<file path="config.mk">
export PLATFORM = sky130hd
export DESIGN_NAME = layer_compositor
export DESIGN_NICKNAME = d
export VERILOG_FILES = /design/src/rtl/layer_compositor.sv
export SDC_FILE = /design/constraint.sdc
export NUM_CORES = 1
export LEC_CHECK = 0
export CAP_MARGIN = 20
export CORE_MARGIN = 5
export CORE_UTILIZATION = 40
export DETAILED_ROUTE_END_ITERATION = 6
export DONT_BUFFER_PORTS = 1
export PLACE_DENSITY_LB_ADDON = 0.12
export SYNTH_ARGS = -nofsm -noshare
export SYNTH_HDL_FRONTEND = slang
export SYNTH_SLANG_ARGS = --single-unit
</file>
<file path="constraint.sdc">
create_clock -name Clk -period 5.34 [get_ports Clk]
set_input_delay 0.267 -clock Clk [delete_from_list [all_inputs] [get_ports Clk]]
set_output_delay 0.267 -clock Clk [all_outputs]
set_load 0.03 [all_outputs]
</file>
<file path="src/rtl/layer_compositor.sv">
// Layer compositor: priority merge of sprite layers with colour-key transparency,
// ground/sky fill, and a frame-stepped global fade. Optional macro: LAYER_COLLIDE_EN.
module layer_compositor #(
    parameter int                    NUM_LAYERS  = 4,
    parameter int                    COLOR_W     = 8,
    parameter int                    GROUND_Y    = 416,
    parameter logic [3*COLOR_W-1:0]  KEY_COLOR   = 24'hFF00FF,
    parameter int                    FADE_STEP   = 2,
    parameter int                    HOLD_FRAMES = 30
) (
    input  logic                            Clk,
    input  logic                            Reset_n,
    input  logic                            pixel_valid,
    input  logic                            frame_start,
    input  logic [9:0]                      DrawX,
    input  logic [9:0]                      DrawY,
    input  logic [NUM_LAYERS-1:0]           layer_hit,
    input  logic [NUM_LAYERS*3*COLOR_W-1:0] layer_pix,
    input  logic [3*COLOR_W-1:0]            ground,
    input  logic [3*COLOR_W-1:0]            bg_color,
    input  logic                            fade_start,
    output logic [COLOR_W-1:0]              Red,
    output logic [COLOR_W-1:0]              Green,
    output logic [COLOR_W-1:0]              Blue,
    output logic                            out_valid,
    output logic                            fade_busy,
    output logic                            fade_black,
    output logic [NUM_LAYERS-1:0]           collide
);

    localparam int         PIX_W     = 3 * COLOR_W;
    localparam int         HOLD_W    = (HOLD_FRAMES < 2) ? 1 : $clog2(HOLD_FRAMES + 1);
    localparam logic [4:0] LEVEL_MAX = 5'd16;
    localparam logic [4:0] STEP      = 5'(FADE_STEP);

    typedef enum logic [1:0] {IDLE, FADE_OUT, BLACK, FADE_IN} fade_state_t;

    genvar gi;

    // ---------------- stage 1: layer select ----------------
    logic [NUM_LAYERS-1:0] opaque;

    generate
        for (gi = 0; gi < NUM_LAYERS; gi++) begin : g_opaque
            assign opaque[gi] = layer_hit[gi] && (layer_pix[gi*PIX_W +: PIX_W] != KEY_COLOR);
        end
    endgenerate

    logic [PIX_W-1:0] sel_next;
    logic [PIX_W-1:0] sel_reg;
    logic             valid1_reg;

    // Walk from lowest to highest priority so the lowest-index opaque layer wins.
    always_comb begin
        sel_next = (DrawY >= 10'(GROUND_Y)) ? ground : bg_color;
        for (int i = NUM_LAYERS - 1; i >= 0; i--) begin
            if (opaque[i]) begin
                sel_next = layer_pix[i*PIX_W +: PIX_W];
            end
        end
        if (!pixel_valid) begin
            sel_next = '0;
        end
    end

    always_ff @(posedge Clk or negedge Reset_n) begin
        if (!Reset_n) begin
            sel_reg    <= '0;
            valid1_reg <= 1'b0;
        end else begin
            sel_reg    <= sel_next;
            valid1_reg <= pixel_valid;
        end
    end

    // ---------------- fade state machine ----------------
    fade_state_t       state_reg, state_next;
    logic [4:0]        level_reg, level_next;
    logic [HOLD_W-1:0] hold_reg, hold_next;
    logic [5:0]        level_up;

    assign level_up = {1'b0, level_reg} + {1'b0, STEP};

    always_ff @(posedge Clk or negedge Reset_n) begin
        if (!Reset_n) begin
            state_reg <= IDLE;
            level_reg <= LEVEL_MAX;
            hold_reg  <= '0;
        end else begin
            state_reg <= state_next;
            level_reg <= level_next;
            hold_reg  <= hold_next;
        end
    end

    always_comb begin
        state_next = state_reg;
        level_next = level_reg;
        hold_next  = hold_reg;
        case (state_reg)
            IDLE: begin
                // Entry is not frame-gated; the first decrement waits for the next frame_start.
                level_next = LEVEL_MAX;
                if (fade_start) begin
                    state_next = FADE_OUT;
                end
            end
            FADE_OUT: begin
                if (frame_start) begin
                    if (level_reg <= STEP) begin
                        level_next = '0;
                        hold_next  = '0;
                        state_next = BLACK;
                    end else begin
                        level_next = level_reg - STEP;
                    end
                end
            end
            BLACK: begin
                if (frame_start) begin
                    hold_next = hold_reg + 1'b1;
                    if (int'(hold_reg) + 1 >= HOLD_FRAMES) begin
                        state_next = FADE_IN;
                    end
                end
            end
            FADE_IN: begin
                if (frame_start) begin
                    if (level_up >= 6'(LEVEL_MAX)) begin
                        level_next = LEVEL_MAX;
                        state_next = IDLE;
                    end else begin
                        level_next = level_up[4:0];
                    end
                end
            end
            default: begin
                state_next = IDLE;
                level_next = LEVEL_MAX;
            end
        endcase
    end

    assign fade_busy  = (state_reg != IDLE);
    assign fade_black = (state_reg == BLACK);

    // ---------------- stage 2: brightness scale ----------------
    logic [2:0][COLOR_W+4:0] prod;
    logic [PIX_W-1:0]        rgb_next;
    logic [PIX_W-1:0]        rgb_reg;
    logic                    out_valid_reg;

    generate
        for (gi = 0; gi < 3; gi++) begin : g_scale
            assign prod[gi] = {5'b0, sel_reg[gi*COLOR_W +: COLOR_W]} * {{COLOR_W{1'b0}}, level_reg};
            assign rgb_next[gi*COLOR_W +: COLOR_W] = valid1_reg ? prod[gi][COLOR_W+3:4] : '0;
        end
    endgenerate

    always_ff @(posedge Clk or negedge Reset_n) begin
        if (!Reset_n) begin
            rgb_reg       <= '0;
            out_valid_reg <= 1'b0;
        end else begin
            rgb_reg       <= rgb_next;
            out_valid_reg <= valid1_reg;
        end
    end

    assign Red       = rgb_reg[3*COLOR_W-1 -: COLOR_W];
    assign Green     = rgb_reg[2*COLOR_W-1 -: COLOR_W];
    assign Blue      = rgb_reg[COLOR_W-1:0];
    assign out_valid = out_valid_reg;

    // ---------------- optional per-frame collision flags ----------------
`ifdef LAYER_COLLIDE_EN
    logic [NUM_LAYERS-1:0] overlap;
    logic [NUM_LAYERS-1:0] collide_reg;

    generate
        for (gi = 0; gi < NUM_LAYERS; gi++) begin : g_collide
            assign overlap[gi] = opaque[gi] && (|(opaque & ~(NUM_LAYERS'(1) << gi)));
        end
    endgenerate

    // A hit in the frame_start cycle survives the clear: that pixel belongs to the new frame.
    always_ff @(posedge Clk or negedge Reset_n) begin
        if (!Reset_n) begin
            collide_reg <= '0;
        end else begin
            collide_reg <= (frame_start ? '0 : collide_reg) | (pixel_valid ? overlap : '0);
        end
    end

    assign collide = collide_reg;
`else
    assign collide = '0;
`endif

    // DrawX is carried for interface compatibility; the product's guard bits are intentionally dropped.
    logic unused_ok;
    assign unused_ok = &{1'b0, DrawX, prod};

endmodule

</file>
==> flow_summary.toml, run 1 <==
[power_and_ir_drop]
ir_drop_mv = 0.149
p_leak_nw = 3.28
p_per_area_nw_per_um2 = 326

[timing]
hold_violations = 0
fmax_mhz = 262
layout_setup_ws_ns = 1.52
period_share = 0.715
setup_viol_count_final = 0
period_needed_ns = 3.82
rsz0062_at_grt = "false"
slew-limit-headroom = 0.401
finalSetupTns_ns = 0
finalMaxSlewViolations = 0
fin_skew_ns = 0.00776
worst_slew_pin_slew_ns = 0.895

[clock_tree]
cts_buffers = 9
clk_path_buf_depth = 2
postCtsSetupRepairBufs = 0
clk_latency_ns = 0.33
cts_tree = "yes"
cts.clk_slew.worst_paths_ns = 0.05
root_buffer = "clkbuf_16"
ctsResizeCount = 0
postCtsHoldBufs = 3
cts.sinks = 61
htreeDepth = 3

[place]
port_buffers = 0
placed_cell_area_um2 = 6890
dp_slack_ns = 1.49
dp_hpwl_um = 15600
gp_congestion = 0.910

[setup_path]
reg2reg_from = "level_reg[3]$_DFFE_PN0P_"
cp_num_buf_inv = 1
crit_cells = 11
max_stage_delay_ns = 0.90
crit_path_cell_trace = "nand2_1, fa_1, fa_1, inv_1, ha_1, ha_1, a21oi_1, o211ai_1, a31oi_1, xnor2_1, and2_1"
crit_arrival_ns = 4.03
cp-end-kind = "register"
worstPathMaxFanout = 31
crit_slowest_cell = "dfrtp_1"
r2r.worst_path.cells = 11
crit_family = "adder cells"
crit_start = "level_reg[3]$_DFFE_PN0P_"
crit_required_ns = 5.55
cp-start-kind = "register"
crit_type = "reg -> reg"

[route]
wl_per_cell_um = 20.8
routed-wl-met2_um = 9540
drt_pass1_iterations = 5
vias = 5309
drt-initial-drc-count = 323
via_per_inst = 5.71
highest_layer = "met4"
wl_met1_um = 7650
drc = 0
antenna_left = 0
wl_met3_um = 1500
wl_um = 19300

[global_routing]
grt_remaining_overflow = 0
grt_pass1_vias = 5742
track_usage = 0.197
antenna_found_initial = 0
grt_pass1_wl_um = 31400
grt_max_degree = 62

[finish]
layout_common_cells = "and2_1 (84), ha_1 (76), dfrtp_1 (60), nand2_1 (54), o21ai_0 (39)"
diodes = 0
regArea_um2 = 1530
multi_input_area_um2 = 4940
layout.nets = 986
syn_to_final_growth_pct = 7.28
layout_commonest_cell = "and2_1"
fin_area_um2 = 7280
fillers = 1601
layout-drive-gt1-share = 0.130

[synthesis]
synth_edf_count = 0
synthArstFlopShare = 1.00
yosysUniqueCellTypes = 54
ys_seq_area_frac = 0.225
synth_cells = 724
yosys_warnings = 0
avgSynthCellArea_um2 = 9.37
synth-main-ff-cell = "dfrtp_1"
syn_area_um2 = 6790
ys_seq_elements = 61

[outcome]
status = "finished clean"

[floorplan]
die-area_um2 = 19700
io_pins = 204
rows = 47
initial_utilization = 0.408
die_y_um = 140
die_w_um = 140
core_um2 = 16600

[hold_path]
hp-class = "in -> reg"
min_from = "pixel_valid"
hold_depth = 2

[flow_run]
cap_violations = 0
==> per-layer routing <==
| metal | vias to the layer above | global-route usage |
|---|---|---|
| li1 | 2540 | - |
| met1 | 2506 | 0.233 |
| met2 | 229 | 0.341 |
| met3 | 34 | 0.0542 |
| met4 | 0 | 0.0724 |
| met5 | - | 0 |
==> final timing paths <==
path	end	slack, ns
max in group asynchronous	level_reg[4]$_DFFE_PN1P_	4.58
min reg2reg	hold_reg[1]$_DFFE_PN0P_	0.56
min	sel_reg[7]$_DFF_PN0_	0.09
max	rgb_reg[6]$_DFF_PN0_	1.52
min in group asynchronous	hold_reg[4]$_DFFE_PN0P_	0.46
max reg2reg	rgb_reg[6]$_DFF_PN0_	1.52
==> stage by stage <==
step            util  power, mW  hold slack, ns  instances
2_1_floorplan      -       1.51         -0.0286        730
5_1_grt        0.437       2.57          0.0815        929
4_1_cts        0.437       2.41          0.0761        929
3_5_place_dp   0.414       1.70         -0.0258        910
6_report       0.437       2.37          0.0882        929
3_3_place_gp   0.414       1.68         -0.0260        910
==> synth_stat cells (all sizes together) (13+ instances only) <==
cell type	n	area, um2
a211oi	32	315
a21oi	20	100
a31oi	13	81.3
and2	84	526
buf	17	134
clkbuf	26	97.6
dfrtp	60	1500
fa	33	661
ha	76	951
inv	34	128
mux2	26	293
nand2	54	203
nand2b	18	113
nand4	13	81.3
nor2	24	92.6
nor3	28	140
o211ai	26	270
o21ai	43	238
xnor2	21	184
==> report_power, final <==
group	total, mW	switching (mW)	internal (mW)	leakage, nW
clock	0.664	0.209	0.455	0.163
sequential	0.778	0.227	0.552	0.795
combinational	0.929	0.510	0.419	2.32
==> cell families (layout without fill, tap and decap cells) <==
logic type                 after synthesis  count (layout)  share of synthesized area
buffers and inverters                   77              56                     0.0529
other                                    1               7                   0.000553
adders and majority gates              109             109                      0.237
muxes                                   27              27                     0.0446
DFF                                     61              61                      0.225
AOI/OAI and AO/OA                      164             164                      0.194
xor gates and xnor gates                27              27                     0.0348
and+or+nand+nor                        258             258                      0.210
==> worst register-to-register path, cell delays in order, from the launching register on <==
cell and delay (ns):
dfrtp_1 0.90, nand2_1 0.17, fa_1 0.52, fa_1 0.54
inv_1 0.04, ha_1 0.28, ha_1 0.19, a21oi_1 0.34
o211ai_1 0.25, a31oi_1 0.25, xnor2_1 0.08, and2_1 0.15
==> final cells by class <==
| type | count | share of cell area |
|---|---|---|
| multi-input combinational | 592 | 0.678 |
| sequential | 61 | 0.210 |
| tap | 220 | 0.0378 |
| clock buffer | 10 | 0.0314 |
| inverter | 34 | 0.0175 |
| clock inverter | 6 | 0.0153 |
| timing repair buffer | 6 | 0.00962 |
Note: power is estimated with default switching activity, not from simulation.
==> run 2: changes to the inputs <==
ABC_AREA = 1   (was unset)
clock period = 3.29 ns   (was 5.34 ns; I/O delays follow)
==> run 2 against run 1 <==
Effect of this change: final cell count grew 39%; die area grew 9.0%; sequential share of layout area fell by 2.7 points; sequential cell count unchanged; synthesized area is 9.8% higher; synthesized cell count increased by 44%; clock power increased by 58%; register-to-register slack worse by 1.5 ns; design area up 15%; non-clock buffer count increased by 31; wire length up 6.8%; hold slack worse by 0.081 ns; largest cell class unchanged.
==> flow_summary.toml, run 2 <==
[synthesis]
synth_simple_gate_area_share = 0.300
synth_compound_area_frac = 0.107
yosysMostFrequentCell = "nand2_1"
synth_top_family_by_area = "simple AND/OR/NAND/NOR gates"
synth-main-ff-cell = "dfrtp_1"
synthAdderAreaFrac = 0.216
synth-xor-area-share = 0.0165
syn_area_um2 = 7450
synth.area.top_cells = "dfrtp_1 (20%), nand2_1 (13%), ha_1 (13%)"
yosys_warnings = 0
synth_common_cells = "nand2_1 (259), inv_1 (211), ha_1 (76)"
yosysUniqueCellTypes = 38
synth.top_cell.area_share = 0.202
avgSynthCellArea_um2 = 7.14
synthMuxAreaShare = 0
synth_edf_count = 0
ys_seq_elements = 61
ys_seq_area_frac = 0.205
synth_area_leader_cell = "dfrtp_1"
synthArstFlopShare = 1.00
synth_cells = 1043

[setup_path]
crit_cells = 17
r2r.worst_path.cells = 17
cp_num_buf_inv = 4
rrSetupSlack_ns = 0.005
crit_start = "level_reg[4]$_DFFE_PN1P_"
cp-start-kind = "register"
crit_type = "reg -> reg"
cp-end-kind = "register"
crit_arrival_ns = 3.52
crit_family = "adder cells"
crit_slowest_cell = "fa_1"
crit_required_ns = 3.53
reg2reg_from = "level_reg[4]$_DFFE_PN1P_"
worstReg2RegEnd = "rgb_reg[7]$_DFF_PN0_"
cp_common_cell = "nand2_1"
max_stage_delay_ns = 0.59
worstPathMaxFanout = 4
crit_path_cell_trace = "buf_4, buf_6, nand2_1, inv_1, fa_1, fa_1, ha_4, ha_4, nand2_2, inv_1, nand4_1, o211ai_1, nand3_1, nand2_1, nand2_1, nand2_1, nor2_1"
cp-endpoint = "rgb_reg[7]$_DFF_PN0_"

[finish]
fillers = 1941
layout_commonest_cell = "nand2_1"
layout_common_cells = "nand2_1 (255), inv_1 (211), nand3_1 (64), o21ai_0 (63), dfrtp_1 (59)"
layout-drive-gt1-share = 0.151
diodes = 0
layout.nets = 1332
syn_to_final_growth_pct = 12.5
layout.cells.non_filler = 1289

[route]
wl_um = 20600
antenna_left = 0
drt-initial-drc-count = 222
drc = 0
via_per_inst = 4.86
vias = 6270
wl_per_cell_um = 16.0
drt_pass1_iterations = 5

[floorplan]
die-area_um2 = 21500
core_um2 = 18500
rows = 50
die_y_um = 146
die_w_um = 146
initial_utilization = 0.402
io_pins = 204

[power_and_ir_drop]
p_int_mw = 2.58
p_per_area_nw_per_um2 = 532
clkPwrFrac = 0.235
p_leak_nw = 4.97
finalPower_mw = 4.46
combPwrFrac = 0.495
ir_drop_mv = 0.241
p_sw_mw = 1.88
swShare = 0.421
pwr-share-seq = 0.269

[timing]
period_needed_ns = 3.29
layout_setup_ws_ns = 0.00455
fmax_mhz = 304
worst_slew_pin_slew_ns = 0.755
hold_violations = 0
slew-limit-headroom = 0.495
rsz0062_at_grt = "true"
finalMaxSlewViolations = 0
setup_viol_count_final = 0
fin_skew_ns = 0.00961
period_share = 0.999

[global_routing]
grt_pass1_wl_um = 32800
grt_pass1_vias = 6160
antenna_found_initial = 0
grt_max_degree = 62
grt_remaining_overflow = 0
track_usage = 0.193

[hold_path]
hold_depth = 2
hp-class = "in -> reg"

[clock_tree]
cts_buffers = 9
cts.clk_slew.worst_paths_ns = 0.05
root_buffer = "clkbuf_16"
cts.sinks = 61
clk_latency_ns = 0.35
htreeDepth = 3
cts_tree = "yes"
clk_path_buf_depth = 2

[flow_run]
cap_violations = 0

[place]
gp_congestion = 0.844
dp_hpwl_um = 16900
dp_slack_ns = -0.0507
port_buffers = 0
place_inst = 1266

[outcome]
status = "finished clean"
[run 2: power by group through the flow]
stage | registers (mW) | logic (mW) | clock network (mW)
2_1_floorplan | 1.15 | 1.42 | 0
3_3_place_gp | 1.23 | 1.89 | 0
3_5_place_dp | 1.23 | 1.90 | 0
4_1_cts | 1.20 | 2.00 | 1.07
5_1_grt | 1.22 | 2.55 | 1.12
6_report | 1.20 | 2.21 | 1.05
[run 2: worst min path at each step]
stage	startpoint	to	slack, ns
floorplan	Reset_n	hold_reg[0]$_DFFE_PN0P_	-0.13
global placement	Reset_n	rgb_reg[4]$_DFF_PN0_	-0.13
detailed placement	Reset_n	rgb_reg[4]$_DFF_PN0_	-0.13
CTS	pixel_valid	sel_reg[7]$_DFF_PN0_	0.005
global route	pixel_valid	sel_reg[7]$_DFF_PN0_	0.02
finish	pixel_valid	sel_reg[7]$_DFF_PN0_	0.007
[run 2: repair_timing]
action                                 4_1_cts  5_1_grt
gates resized for setup                      4       31
hold buffers                                 3        0
pin swaps                                    5       20
setup buffers                                2        2
setup endpoints to repair                    7       13
endpoints found under the hold margin       85        0
[run 2: area by class of cell]
type / instances / area, um2 / area share
Timing Repair Buffer: 37 / 348 / 0.0415
Clock inverter: 6 / 86.3 / 0.0103
Sequential cell: 61 / 1530 / 0.182
Multi-Input combinational cell: 723 / 5070 / 0.605
Clock buffer: 10 / 239 / 0.0285
Tap cell: 234 / 293 / 0.0349
Inverter: 218 / 818 / 0.0977
[run 2: metal layers]
layer | track usage | share of wire
met1 | 0.228 | 0.41
met2 | 0.339 | 0.50
met3 | 0.0608 | 0.067
met4 | 0.0489 | 0.016
met5 | 0 | 0
[run 2: cells by family (layout without fill, tap and decap cells)]
| group | Yosys count | after routing |
|---|---|---|
| AND/OR/NAND/NOR | 458 | 458 |
| XOR/XNOR | 14 | 14 |
| flip-flops | 61 | 61 |
| AO/OA/AOI/OAI | 135 | 135 |
| other | 1 | 7 |
| buffers and inverters | 265 | 271 |
| adder cells (fa/ha/maj) | 109 | 109 |
[run 2: through the flow]
stage | instance area [um2] | hold slack [ns] | utilization | setup TNS (ns)
floorplan | 7470 | -0.131 | - | 0
global placement | 7690 | -0.128 | 0.415 | -0.0342
detailed placement | 7690 | -0.128 | 0.415 | -0.149
CTS | 8100 | 0.00472 | 0.438 | 0
global route | 8380 | 0.0225 | 0.453 | -0.436
finish | 8380 | 0.00710 | 0.453 | 0
[run 2: worst reg2reg max path, stage by stage, from the launching register on]
cell	delay (ns)
dfstp_2	0.54
buf_4	0.11
buf_6	0.10
nand2_1	0.05
inv_1	0.06
fa_1	0.43
fa_1	0.59
ha_4	0.23
ha_4	0.27
nand2_2	0.05
inv_1	0.05
nand4_1	0.10
o211ai_1	0.19
nand3_1	0.15
nand2_1	0.12
nand2_1	0.06
nand2_1	0.06
nor2_1	0.04
==> run 3: changes to the inputs <==
PLACE_DENSITY = 0.53   (was unset)
PLACE_DENSITY_LB_ADDON = unset   (was 0.12)
==> run 3 against run 2 <==
Effect of this change: setup slack improved by 0.058 ns; die area unchanged; maximum frequency increased by 1.8%; count of clock-buffer cells in the layout did not move; final cell count hardly changed; register-to-register slack gained 0.06 ns; largest power group unchanged.
==> flow_summary.toml, run 3 (synthesis results as in run 2) <==
[floorplan]
die_y_um = 146
die_w_um = 146
die-area_um2 = 21500
initial_utilization = 0.402
core_um2 = 18500
rows = 50
io_pins = 204

[global_routing]
grt_pass1_wl_um = 32100
grt_remaining_overflow = 0
grt_max_degree = 62
track_usage = 0.187
grt_pass1_vias = 6097
antenna_found_initial = 0

[timing]
slew-limit-headroom = 0.481
hold_violations = 0
fin_skew_ns = 0.00591
finalSetupTns_ns = 0
finalMaxSlewViolations = 0
period_needed_ns = 3.23
rsz0062_at_grt = "true"
worst_slew_pin_slew_ns = 0.777
fmax_mhz = 310
period_share = 0.981
setup_viol_count_final = 0
layout_setup_ws_ns = 0.0621

[setup_path]
worstPathMaxFanout = 4
crit_arrival_ns = 3.46
crit_family = "adder cells"
cp-start-kind = "register"
rrSetupSlack_ns = 0.06
cp_num_buf_inv = 3
worstReg2RegEnd = "rgb_reg[7]$_DFF_PN0_"
cp_common_cell = "nand2_1"
crit_required_ns = 3.52
crit_slowest_cell = "dfstp_2"
crit_start = "level_reg[4]$_DFFE_PN1P_"
reg2reg_from = "level_reg[4]$_DFFE_PN1P_"
r2r.worst_path.cells = 15
crit_path_cell_trace = "buf_12, buf_12, nand2_1, inv_1, fa_1, fa_1, ha_4, ha_4, a21oi_1, o211ai_1, nand3_1, nand2_1, nand2_1, nand2_1, nor2_1"
max_stage_delay_ns = 0.56
crit_type = "reg -> reg"
cp-end-kind = "register"

[outcome]
status = "finished clean"

[finish]
layout-drive-gt1-share = 0.153
syn_to_final_growth_pct = 12.6
layout_common_cells = "nand2_1 (255), inv_1 (206), nand3_1 (64), o21ai_0 (62), dfrtp_1 (60)"
layout.nets = 1331
layout_commonest_cell = "nand2_1"
diodes = 0

[place]
port_buffers = 0
dp_hpwl_um = 16500
gp_congestion = 0.838
dp_slack_ns = 0.0131

[clock_tree]
cts_tree = "yes"
root_buffer = "clkbuf_16"
cts.clk_slew.worst_paths_ns = 0.06
cts.sinks = 61
clk_path_buf_depth = 2
cts_buffers = 9
htreeDepth = 3
clk_latency_ns = 0.34

[hold_path]
hold_depth = 2
hp-class = "in -> reg"
min_from = "pixel_valid"
min_to = "sel_reg[0]$_DFF_PN0_"

[route]
drt-initial-drc-count = 310
via_per_inst = 4.89
drt_pass1_iterations = 5
antenna_left = 0
wl_per_cell_um = 15.8
drc = 0
wl_um = 20300
vias = 6304

[power_and_ir_drop]
ir_drop_mv = 0.199
p_leak_nw = 4.98
p_per_area_nw_per_um2 = 537

[flow_run]
cap_violations = 0
## run 3: cell type report
cell class,count,area (um2)
fillers,1894,10100
multi-input cells,723,5050
clock inverters,6,111
inverters,218,818
well taps,234,293
clock buffers,10,229
repair buffers,36,357
flip-flops and latches,61,1530
## run 3: worst max-delay path by stage
stage	slack, ns	endpoint	cells past startpoint
after detailed placement	0.01	rgb_reg[23]$_DFF_PN0_	16
after floorplan	0.02	rgb_reg[6]$_DFF_PN0_	14
after CTS	0.02	rgb_reg[7]$_DFF_PN0_	13
after global placement	0.01	rgb_reg[23]$_DFF_PN0_	14
final	0.06	rgb_reg[7]$_DFF_PN0_	15
after global routing	-0.11	rgb_reg[23]$_DFF_PN0_	17
## run 3: what timing repair did
action,in CTS,in global routing
resized for setup,0,42
gates cloned,0,0
pin swaps,0,24
setup endpoints to repair,4,12
endpoints found under the hold margin,84,0
setup buffers,1,4
hold buffers,3,0
## run 3: routing by layer
metal / vias to the layer above / wire length, um / global-route usage
met5: - / 0 / 0
met3: 25 / 1250 / 0.0453
met4: 0 / 378 / 0.0550
li1: 3258 / - / -
met2: 179 / 10200 / 0.332
met1: 2842 / 8490 / 0.226
## run 3: through the flow
stage | total power, mW | hold WS (ns) | util | instances | area, um2
global placement | 3.08 | -0.129 | 0.414 | 1264 | 7660
floorplan | 2.57 | -0.131 | - | 1049 | 7470
CTS | 4.26 | 0.0293 | 0.435 | 1284 | 8060
global route | 4.91 | 0.0424 | 0.453 | 1288 | 8390
finish | 4.50 | 0.0307 | 0.453 | 1288 | 8390
detailed placement | 3.08 | -0.128 | 0.414 | 1264 | 7660
## run 3: where the power goes
group | leakage [nW] | internal (mW) | switching (mW)
registers | 0.793 | 0.909 | 0.271
logic | 4.02 | 0.984 | 1.24
clock network | 0.163 | 0.739 | 0.356
total | 4.98 | 2.63 | 1.87
